==> config.mk <==
export PLATFORM = sky130hd
export DESIGN_NAME = uart_rx
export DESIGN_NICKNAME = d
export VERILOG_FILES = /design/src/rtl/uart_rx.sv
export SDC_FILE = /design/constraint.sdc
export NUM_CORES = 1
export LEC_CHECK = 0
export CAP_MARGIN = 20
export CORE_UTILIZATION = 61
export CTS_BUF_LIST = sky130_fd_sc_hd__clkbuf_16
export DETAILED_ROUTE_END_ITERATION = 16
export PLACE_DENSITY = 0.86
export SLEW_MARGIN = 20
export SYNTH_ARGS = -nofsm -noshare
export SYNTH_HDL_FRONTEND = slang
export SYNTH_SLANG_ARGS = --single-unit
==> constraint.sdc <==
create_clock -name clk -period 4.7 [get_ports clk]
set_clock_uncertainty 0.2 [all_clocks]
set_input_delay 0.94 -clock clk [delete_from_list [all_inputs] [get_ports clk]]
set_output_delay 0.94 -clock clk [all_outputs]
set_load 0.1 [all_outputs]
==> src/rtl/uart_rx.sv <==
// uart_rx: 8N1 serial receiver for the MIDI input path.
// Samples the rx line with a tick OVERSAMPLE times per bit, deframes
// start/8 data/stop, and strobes dataReady (or frameError) for one clk.
// Optional macro UART_RX_MAJORITY_EN: each bit value becomes the 2-of-3
// majority of the samples at mid-1, mid and mid+1, decided at mid+1.
module uart_rx #(
  parameter int unsigned CLK_FREQ   = 150_000_000,
  parameter int unsigned BAUD_RATE  = 38400,
  parameter int unsigned OVERSAMPLE = 16
) (
  input  logic       clk,
  input  logic       reset,
  input  logic       rx,
  output logic       dataReady,
  output logic [7:0] dataOut,
  output logic       frameError
);

  localparam int unsigned DIV = CLK_FREQ / (BAUD_RATE * OVERSAMPLE);
  localparam int unsigned DW  = (DIV > 1) ? $clog2(DIV) : 1;
  localparam int unsigned TW  = $clog2(OVERSAMPLE);

  localparam logic [DW-1:0] DIV_LAST = DW'(DIV - 1);
  localparam logic [TW-1:0] BIT_DEC  = TW'(OVERSAMPLE - 1);
`ifdef UART_RX_MAJORITY_EN
  // Decision is taken one tick after the nominal mid point so that the
  // three samples mid-1/mid/mid+1 are all available.
  localparam logic [TW-1:0] START_DEC = TW'(OVERSAMPLE / 2);
`else
  localparam logic [TW-1:0] START_DEC = TW'(OVERSAMPLE / 2 - 1);
`endif

  typedef enum logic [2:0] {
    S_IDLE,
    S_START,
    S_DATA,
    S_STOP,
    S_BREAK
  } state_t;

  state_t        state, state_nx;
  logic          rx_m, rx_s;
  logic [DW-1:0] div_cnt;
  logic          tick;
  logic [TW-1:0] tick_cnt;
  logic [2:0]    bit_cnt;
  logic [7:0]    shreg;
  logic          bit_val;

  logic          div_clr;
  logic          tick_clr;
  logic          bit_clr;
  logic          shift_en;
  logic          load_out;
  logic          ferr;

  assign tick = (div_cnt == DIV_LAST);

`ifdef UART_RX_MAJORITY_EN
  logic s_a, s_b;

  // Keep the line values seen at the previous two ticks for the vote.
  always_ff @(posedge clk or negedge reset) begin
    if (!reset) begin
      s_a <= 1'b1;
      s_b <= 1'b1;
    end else if (tick) begin
      s_a <= s_b;
      s_b <= rx_s;
    end
  end

  assign bit_val = (s_a & s_b) | (s_a & rx_s) | (s_b & rx_s);
`else
  assign bit_val = rx_s;
`endif

  // Two-flop synchronizer for the asynchronous rx pin; idles high.
  always_ff @(posedge clk or negedge reset) begin
    if (!reset) begin
      rx_m <= 1'b1;
      rx_s <= 1'b1;
    end else begin
      rx_m <= rx;
      rx_s <= rx_m;
    end
  end

  // Free-running tick divider, re-phased to the start edge.
  always_ff @(posedge clk or negedge reset) begin
    if (!reset) begin
      div_cnt <= '0;
    end else if (div_clr || tick) begin
      div_cnt <= '0;
    end else begin
      div_cnt <= div_cnt + DW'(1);
    end
  end

  // Tick position within the current bit and data bit index.
  always_ff @(posedge clk or negedge reset) begin
    if (!reset) begin
      tick_cnt <= '0;
      bit_cnt  <= '0;
    end else begin
      if (tick_clr) begin
        tick_cnt <= '0;
      end else if (tick) begin
        tick_cnt <= (tick_cnt == BIT_DEC) ? '0 : tick_cnt + TW'(1);
      end
      if (bit_clr) begin
        bit_cnt <= '0;
      end else if (shift_en) begin
        bit_cnt <= bit_cnt + 3'd1;
      end
    end
  end

  // Data shift register (LSB first) and registered output strobes.
  always_ff @(posedge clk or negedge reset) begin
    if (!reset) begin
      shreg      <= '0;
      dataOut    <= '0;
      dataReady  <= 1'b0;
      frameError <= 1'b0;
    end else begin
      if (shift_en) begin
        shreg <= {bit_val, shreg[7:1]};
      end
      if (load_out) begin
        dataOut <= shreg;
      end
      dataReady  <= load_out;
      frameError <= ferr;
    end
  end

  // FSM state register.
  always_ff @(posedge clk or negedge reset) begin
    if (!reset) begin
      state <= S_IDLE;
    end else begin
      state <= state_nx;
    end
  end

  // FSM next-state and control decode.
  always_comb begin
    state_nx = state;
    div_clr  = 1'b0;
    tick_clr = 1'b0;
    bit_clr  = 1'b0;
    shift_en = 1'b0;
    load_out = 1'b0;
    ferr     = 1'b0;
    unique case (state)
      S_IDLE: begin
        if (!rx_s) begin
          state_nx = S_START;
          div_clr  = 1'b1;
          tick_clr = 1'b1;
        end
      end
      S_START: begin
        if (tick && tick_cnt == START_DEC) begin
          if (!bit_val) begin
            state_nx = S_DATA;
            tick_clr = 1'b1;
            bit_clr  = 1'b1;
          end else begin
            state_nx = S_IDLE;
          end
        end
      end
      S_DATA: begin
        if (tick && tick_cnt == BIT_DEC) begin
          shift_en = 1'b1;
          if (bit_cnt == 3'd7) begin
            state_nx = S_STOP;
          end
        end
      end
      S_STOP: begin
        if (tick && tick_cnt == BIT_DEC) begin
          if (bit_val) begin
            load_out = 1'b1;
            state_nx = S_IDLE;
          end else begin
            ferr     = 1'b1;
            state_nx = S_BREAK;
          end
        end
      end
      S_BREAK: begin
        if (rx_s) begin
          state_nx = S_IDLE;
        end
      end
      default: state_nx = S_IDLE;
    endcase
  end

endmodule

# Word level (Yosys, flattened, before mapping)
# Cells that the tools add are included.
# op_classes
addsub	3
eq_ne	14
muxes	27
reduce_logical	7
# op_table
cell	n
$mux W3	9
$pmux W3 S5	1
$mux W4	3
$ne A2 B2 Y1 const B	6
$mux W1	11
$add A8 B1 Y8 const B	1
$eq A8 B8 Y1 const B	1
$mux W8	1
$eq A3 B2 Y1 const B	2
$eq A3 B3 Y1 const B	2
$reduce_and A6 Y1	1
$add A4 B1 Y4 const B	1
$eq A4 B3 Y1 const B	1
$eq A4 B4 Y1 const B	1
$reduce_bool A2 Y1	2
$add A3 B1 Y3 const B	1
$eq A3 B1 Y1 const B	1
$logic_not A3 Y1	1
$logic_and A1 B1 Y1	2
$mux W2	1
$pmux W1 S2	1
$logic_or A1 B1 Y1	1
# totals
reg_bits	38
inputBits	3
out_inout_bits	10
elab_cells	61

# Longest topological paths before layout
# logic_depth
ltp_word	6
ltp_mapped	6
ltp_nobuf	5

# Worst setup path after synthesis
# Ideal clock, no wire load.
# synth_timing
path_kind	flip-flop to output port
from	reg dataOut[0]
to	out dataOut[0]
t_arrival_ns	0.895
t_required_ns	3.560
setup_slack_ns	2.665
path_stages_with_launch	1
cell_sequence	dfrtp_1
# synth_rtl
element	line	source
start, declared	15	output logic [7:0] dataOut,
start signal, assigned	131	dataOut <= shreg;
# No word-level cell between the ends.

# Worst setup path in the final report
# layout_timing
from	reg dataOut[0]
to	out dataOut[0]
# No word-level cell between the ends.

==> report_table.html <==
<table>
<tr><th>Metric</th><th>Value</th></tr>
<tr><th colspan="2">Status</th></tr>
<tr><td>Run status</td><td>finished clean</td></tr>
<tr><th colspan="2">Die</th></tr>
<tr><td>Placeable Area</td><td>2590 um2</td></tr>
<tr><td>Die width</td><td>55.3 um</td></tr>
<tr><td>Die area</td><td>3060 um2</td></tr>
<tr><td>Number of placement rows</td><td>18</td></tr>
<tr><td>Initial Utilization</td><td>approximately two thirds</td></tr>
<tr><td>DIE HEIGHT</td><td>55.3 um</td></tr>
<tr><td>Number of top-level pins</td><td>13</td></tr>
<tr><th colspan="2">Setup path</th></tr>
<tr><td>Longest individual stage delay on the worst path</td><td>1.14 ns</td></tr>
<tr><td>Endpoint kind of the worst setup timing path</td><td>output port</td></tr>
<tr><td>Required time worst endpoint</td><td>approximately 3.6 ns</td></tr>
<tr><td>Cells along the critical path</td><td>clkdlybuf4s50_1</td></tr>
<tr><td>Cell type group with the largest total delay on the critical path</td><td>buffers and inverters</td></tr>
<tr><td>Critical-path top delay cell</td><td>sky130_fd_sc_hd__clkdlybuf4s50_1</td></tr>
<tr><td>Worst Setup Start Kind</td><td>register</td></tr>
<tr><td>Arrival time at the worst endpoint</td><td>between 1.5 and 2 ns</td></tr>
<tr><td>Count of buffer and inverter cells on the critical path</td><td>1</td></tr>
<tr><td>Maximum fanout along the worst path</td><td>2</td></tr>
<tr><td>Worst setup path class</td><td>register to output port</td></tr>
<tr><th colspan="2">Clocking</th></tr>
<tr><td>Number of hold buffers added after CTS</td><td>0</td></tr>
<tr><td>TritonCTS clock tree</td><td>done</td></tr>
<tr><td>CTS sink cnt</td><td>38</td></tr>
<tr><td>CTS clock-pin slew for the worst setup and hold paths</td><td>about 0.06 ns</td></tr>
<tr><td>Buffers inserted during post-CTS setup optimization</td><td>0</td></tr>
<tr><td>Clk root buf</td><td>sky130_fd_sc_hd__clkbuf_16</td></tr>
<tr><td>Worst-skew pair later-pin latency</td><td>0.28 ns</td></tr>
<tr><td>Level count of the clock H-tree</td><td>2</td></tr>
<tr><td>Post_cts resized</td><td>0</td></tr>
<tr><td>Number of buffers created by CTS</td><td>5</td></tr>
<tr><td>Max clock buf depth</td><td>2</td></tr>
<tr><th colspan="2">Placement</th></tr>
<tr><td>Post-DP HPWL</td><td>2030 um</td></tr>
<tr><td>Cell area reported after detailed placement</td><td>around 1900 um2</td></tr>
<tr><td>Buffers on Ports</td><td>12</td></tr>
<tr><td>Placer's final routability congestion estimate</td><td>0.830</td></tr>
<tr><th colspan="2">Run</th></tr>
<tr><td>Max-cap viol count</td><td>0</td></tr>
<tr><th colspan="2">Timing</th></tr>
<tr><td>Period utilization</td><td>between 60% and 70%</td></tr>
<tr><td>Final critical-path required period</td><td>2.91 ns</td></tr>
<tr><td>Setup violators final</td><td>0</td></tr>
<tr><td>Fmax</td><td>0.344 GHz</td></tr>
<tr><td>Unrepaired setup endpoints after global routing</td><td>no</td></tr>
<tr><td>Setup TNS Final</td><td>0 ns</td></tr>
<tr><td>Final max-slew violation count</td><td>0</td></tr>
<tr><td>Final Hold Fails</td><td>0</td></tr>
<tr><td>Worst rel slew slack</td><td>34.9%</td></tr>
<tr><td>Worst Max-Slew Pin Slew</td><td>0.973 ns</td></tr>
<tr><th colspan="2">Final layout</th></tr>
<tr><td>Area of all sequential standard cells</td><td>953 um2</td></tr>
<tr><td>Share of cells above drive strength 1</td><td>between 20 and 25%</td></tr>
<tr><td>Area growth from synthesis to layout</td><td>15.2%</td></tr>
<tr><td>Footprint of the multi-input gates</td><td>722 um2</td></tr>
<tr><td>Post-route cell area</td><td>2000 um2</td></tr>
<tr><td>Diode insertion count for antenna repair</td><td>0</td></tr>
<tr><td>Final-layout fill cell count</td><td>146</td></tr>
<tr><td># nets final</td><td>163</td></tr>
<tr><th colspan="2">Synth</th></tr>
<tr><td>Sequential cell area fraction in the yosys report</td><td>55.0%</td></tr>
<tr><td>Count of distinct cell types in the synthesized netlist</td><td>36</td></tr>
<tr><td>Synthesized netlist net count</td><td>148</td></tr>
<tr><td>Seq cells post-synth</td><td>38</td></tr>
<tr><td>Syn Std Cell Area</td><td>1730 um2</td></tr>
<tr><td>Post-synthesis instance total</td><td>141</td></tr>
<tr><td>Mean Syn Cell Area</td><td>around 12 um2</td></tr>
<tr><td>Yosys warning total</td><td>0</td></tr>
<tr><th colspan="2">Hold path</th></tr>
<tr><td>Worst min-delay path class</td><td>register to register</td></tr>
<tr><th colspan="2">GRT</th></tr>
<tr><td>GRT Overall Usage</td><td>22.1%</td></tr>
<tr><td>Global-route wire length before repair</td><td>~5300 um</td></tr>
<tr><td>Largest net degree at the start of global routing</td><td>39</td></tr>
<tr><td>Initial antenna violation count</td><td>0</td></tr>
<tr><td>GR Overflow Total</td><td>0</td></tr>
<tr><td>Via count of the first global-routing pass</td><td>around 1,200</td></tr>
<tr><th colspan="2">Detailed routing</th></tr>
<tr><td>Post-DR wirelength/cell</td><td>16.0 um</td></tr>
<tr><td>Number of routed nets with antenna violations</td><td>0</td></tr>
<tr><td>Drt first pass iters</td><td>4</td></tr>
<tr><td>Via density per instance</td><td>5.98</td></tr>
<tr><td>Post-route DRC violation count</td><td>0</td></tr>
<tr><td>Initial DRC Count</td><td>26</td></tr>
<tr><td>Detailed-route wire length</td><td>2990 um</td></tr>
<tr><td>Total via count after detailed routing</td><td>1,119</td></tr>
<tr><th colspan="2">Pwr</th></tr>
<tr><td>Peak supply drop</td><td>0.000418 V</td></tr>
<tr><td>Power per cell area</td><td>327 nW/um2</td></tr>
<tr><td>Leakage power summed over all cells</td><td>about 0.0009 uW</td></tr>
</table>
## layout by cell type, fill, tap and decap left out, types with 2 or more instances in the layout
master                            count
sky130_fd_sc_hd__dfrtp_1             36
sky130_fd_sc_hd__nor2_1              19
sky130_fd_sc_hd__mux2_2              16
sky130_fd_sc_hd__clkdlybuf4s50_1     11
sky130_fd_sc_hd__nand2_1              6
sky130_fd_sc_hd__xnor2_1              5
sky130_fd_sc_hd__inv_1                5
sky130_fd_sc_hd__clkbuf_16            5
sky130_fd_sc_hd__nor4_1               4
sky130_fd_sc_hd__xor2_1               4
sky130_fd_sc_hd__ha_1                 4
sky130_fd_sc_hd__nand3b_1             3
sky130_fd_sc_hd__a311oi_1             3
sky130_fd_sc_hd__a21oi_1              3
sky130_fd_sc_hd__o21ai_0              3
sky130_fd_sc_hd__and3_1               2
sky130_fd_sc_hd__nand3_1              2
sky130_fd_sc_hd__nor4_2               2
sky130_fd_sc_hd__mux2i_1              2
sky130_fd_sc_hd__nor3_1               2
sky130_fd_sc_hd__dfstp_2              2
## registers in the layout, summed over array words and instances, names as in the netlist
signal and count:
bit_val 1, shreg 8, dataReady 1, dataOut 8, div_cnt 8, tick_cnt 4
bit_cnt 3, state 3, frameError 1, rx_m 1
## cells in the mapped netlist
cell | count | share of area (%)
sky130_fd_sc_hd__nor3_4 | 1 | 0.94
sky130_fd_sc_hd__and3_1 | 2 | 0.72
sky130_fd_sc_hd__and4_1 | 1 | 0.51
sky130_fd_sc_hd__nor3_1 | 2 | 0.58
sky130_fd_sc_hd__nor4_2 | 1 | 0.72
sky130_fd_sc_hd__buf_2 | 1 | 0.29
sky130_fd_sc_hd__inv_1 | 5 | 1.1
sky130_fd_sc_hd__nor2_1 | 19 | 4.1
sky130_fd_sc_hd__nor4_1 | 5 | 1.8
sky130_fd_sc_hd__or2_4 | 1 | 0.51
sky130_fd_sc_hd__xor2_1 | 4 | 2.0
sky130_fd_sc_hd__nand4_1 | 1 | 0.36
sky130_fd_sc_hd__clkbuf_8 | 1 | 0.79
sky130_fd_sc_hd__a311oi_1 | 3 | 1.5
sky130_fd_sc_hd__xnor2_1 | 5 | 2.5
sky130_fd_sc_hd__ha_1 | 4 | 2.9
sky130_fd_sc_hd__nand3_4 | 1 | 1.0
sky130_fd_sc_hd__a21oi_1 | 3 | 0.87
sky130_fd_sc_hd__mux2_2 | 16 | 10
sky130_fd_sc_hd__o21ai_0 | 3 | 0.87
sky130_fd_sc_hd__and3_2 | 1 | 0.43
sky130_fd_sc_hd__or2b_1 | 1 | 0.43
sky130_fd_sc_hd__buf_4 | 2 | 0.87
sky130_fd_sc_hd__a32oi_1 | 1 | 0.51
sky130_fd_sc_hd__and2_2 | 1 | 0.43
sky130_fd_sc_hd__o2111ai_1 | 1 | 0.51
sky130_fd_sc_hd__nor2b_1 | 1 | 0.36
sky130_fd_sc_hd__dfstp_2 | 2 | 3.0
sky130_fd_sc_hd__nand2_1 | 6 | 1.3
sky130_fd_sc_hd__mux2i_1 | 2 | 1.2
sky130_fd_sc_hd__buf_6 | 1 | 0.65
sky130_fd_sc_hd__nand4bb_4 | 1 | 1.6
sky130_fd_sc_hd__nand3b_1 | 3 | 1.3
sky130_fd_sc_hd__o22ai_1 | 1 | 0.36
sky130_fd_sc_hd__dfrtp_1 | 36 | 52
sky130_fd_sc_hd__nand3_1 | 2 | 0.58
## cell families (layout without fill, tap and decap cells)
kind of cell | after synthesis | count (layout) | share of synthesized area (%)
DFF | 38 | 38 | 55.0
and+or+nand+nor | 50 | 50 | 17.7
muxes | 18 | 18 | 11.6
adders and majority gates | 4 | 4 | 2.89
AOI/OAI and AO/OA | 12 | 12 | 4.62
xor gates and xnor gates | 9 | 9 | 4.55
buffers and inverters | 10 | 26 | 3.68
## final cells by class
type | count | share of cell area (%)
inverters | 5 | 0.940
clock buffers | 5 | 6.27
repair buffers | 13 | 6.14
clock inverters | 3 | 0.815
flip-flops and latches | 38 | 47.8
multi-input cells | 93 | 36.2
well taps | 30 | 1.88
## report_power, final
group	internal, uW	leakage, uW	switching, uW	total, uW
Sequential	329	0.000509	1.23	330
Clock	193	0.0000672	120	313
Combinational	1.61	0.000321	6.73	8.34
## path summary, 6_finish.rpt
kind                       cells after the start  slack [ns]              startpoint                     end
setup / recovery                               1        1.79  dataOut[0]$_DFFE_PN0P_              dataOut[0]
max in group asynchronous                      1        3.23                   reset    shreg[2]$_DFFE_PN0P_
hold / removal                                 0        0.15          rx_m$_DFF_PN1_       bit_val$_DFF_PN1_
min in group asynchronous                      1        0.56                   reset    state[1]$_DFFE_PN0P_
setup reg to reg                               5        2.46    div_cnt[0]$_DFF_PN0_  dataOut[7]$_DFFE_PN0P_
hold reg to reg                                0        0.15          rx_m$_DFF_PN1_       bit_val$_DFF_PN1_
## through the flow
step	setup WS, ns	hold WS, ns	instances	total power (uW)	util [%]
after CTS	1.78	0.155	187	660	77.1
after global placement	2.11	0.148	179	344	71.6
final	1.79	0.154	187	652	77.1
after detailed placement	2.09	0.147	179	345	71.6
after floorplan	2.67	0.145	141	337	-
after global routing	1.76	0.163	187	676	77.1
## metal layers
metal / wire length (um) / GRT usage, %
met1: 1290 / 25.7
met2: 1540 / 39.1
met3: 101 / 6.32
met4: 48 / 7.50
met5: 0 / 0
No activity file was read; power rests on OpenSTA's default activity.
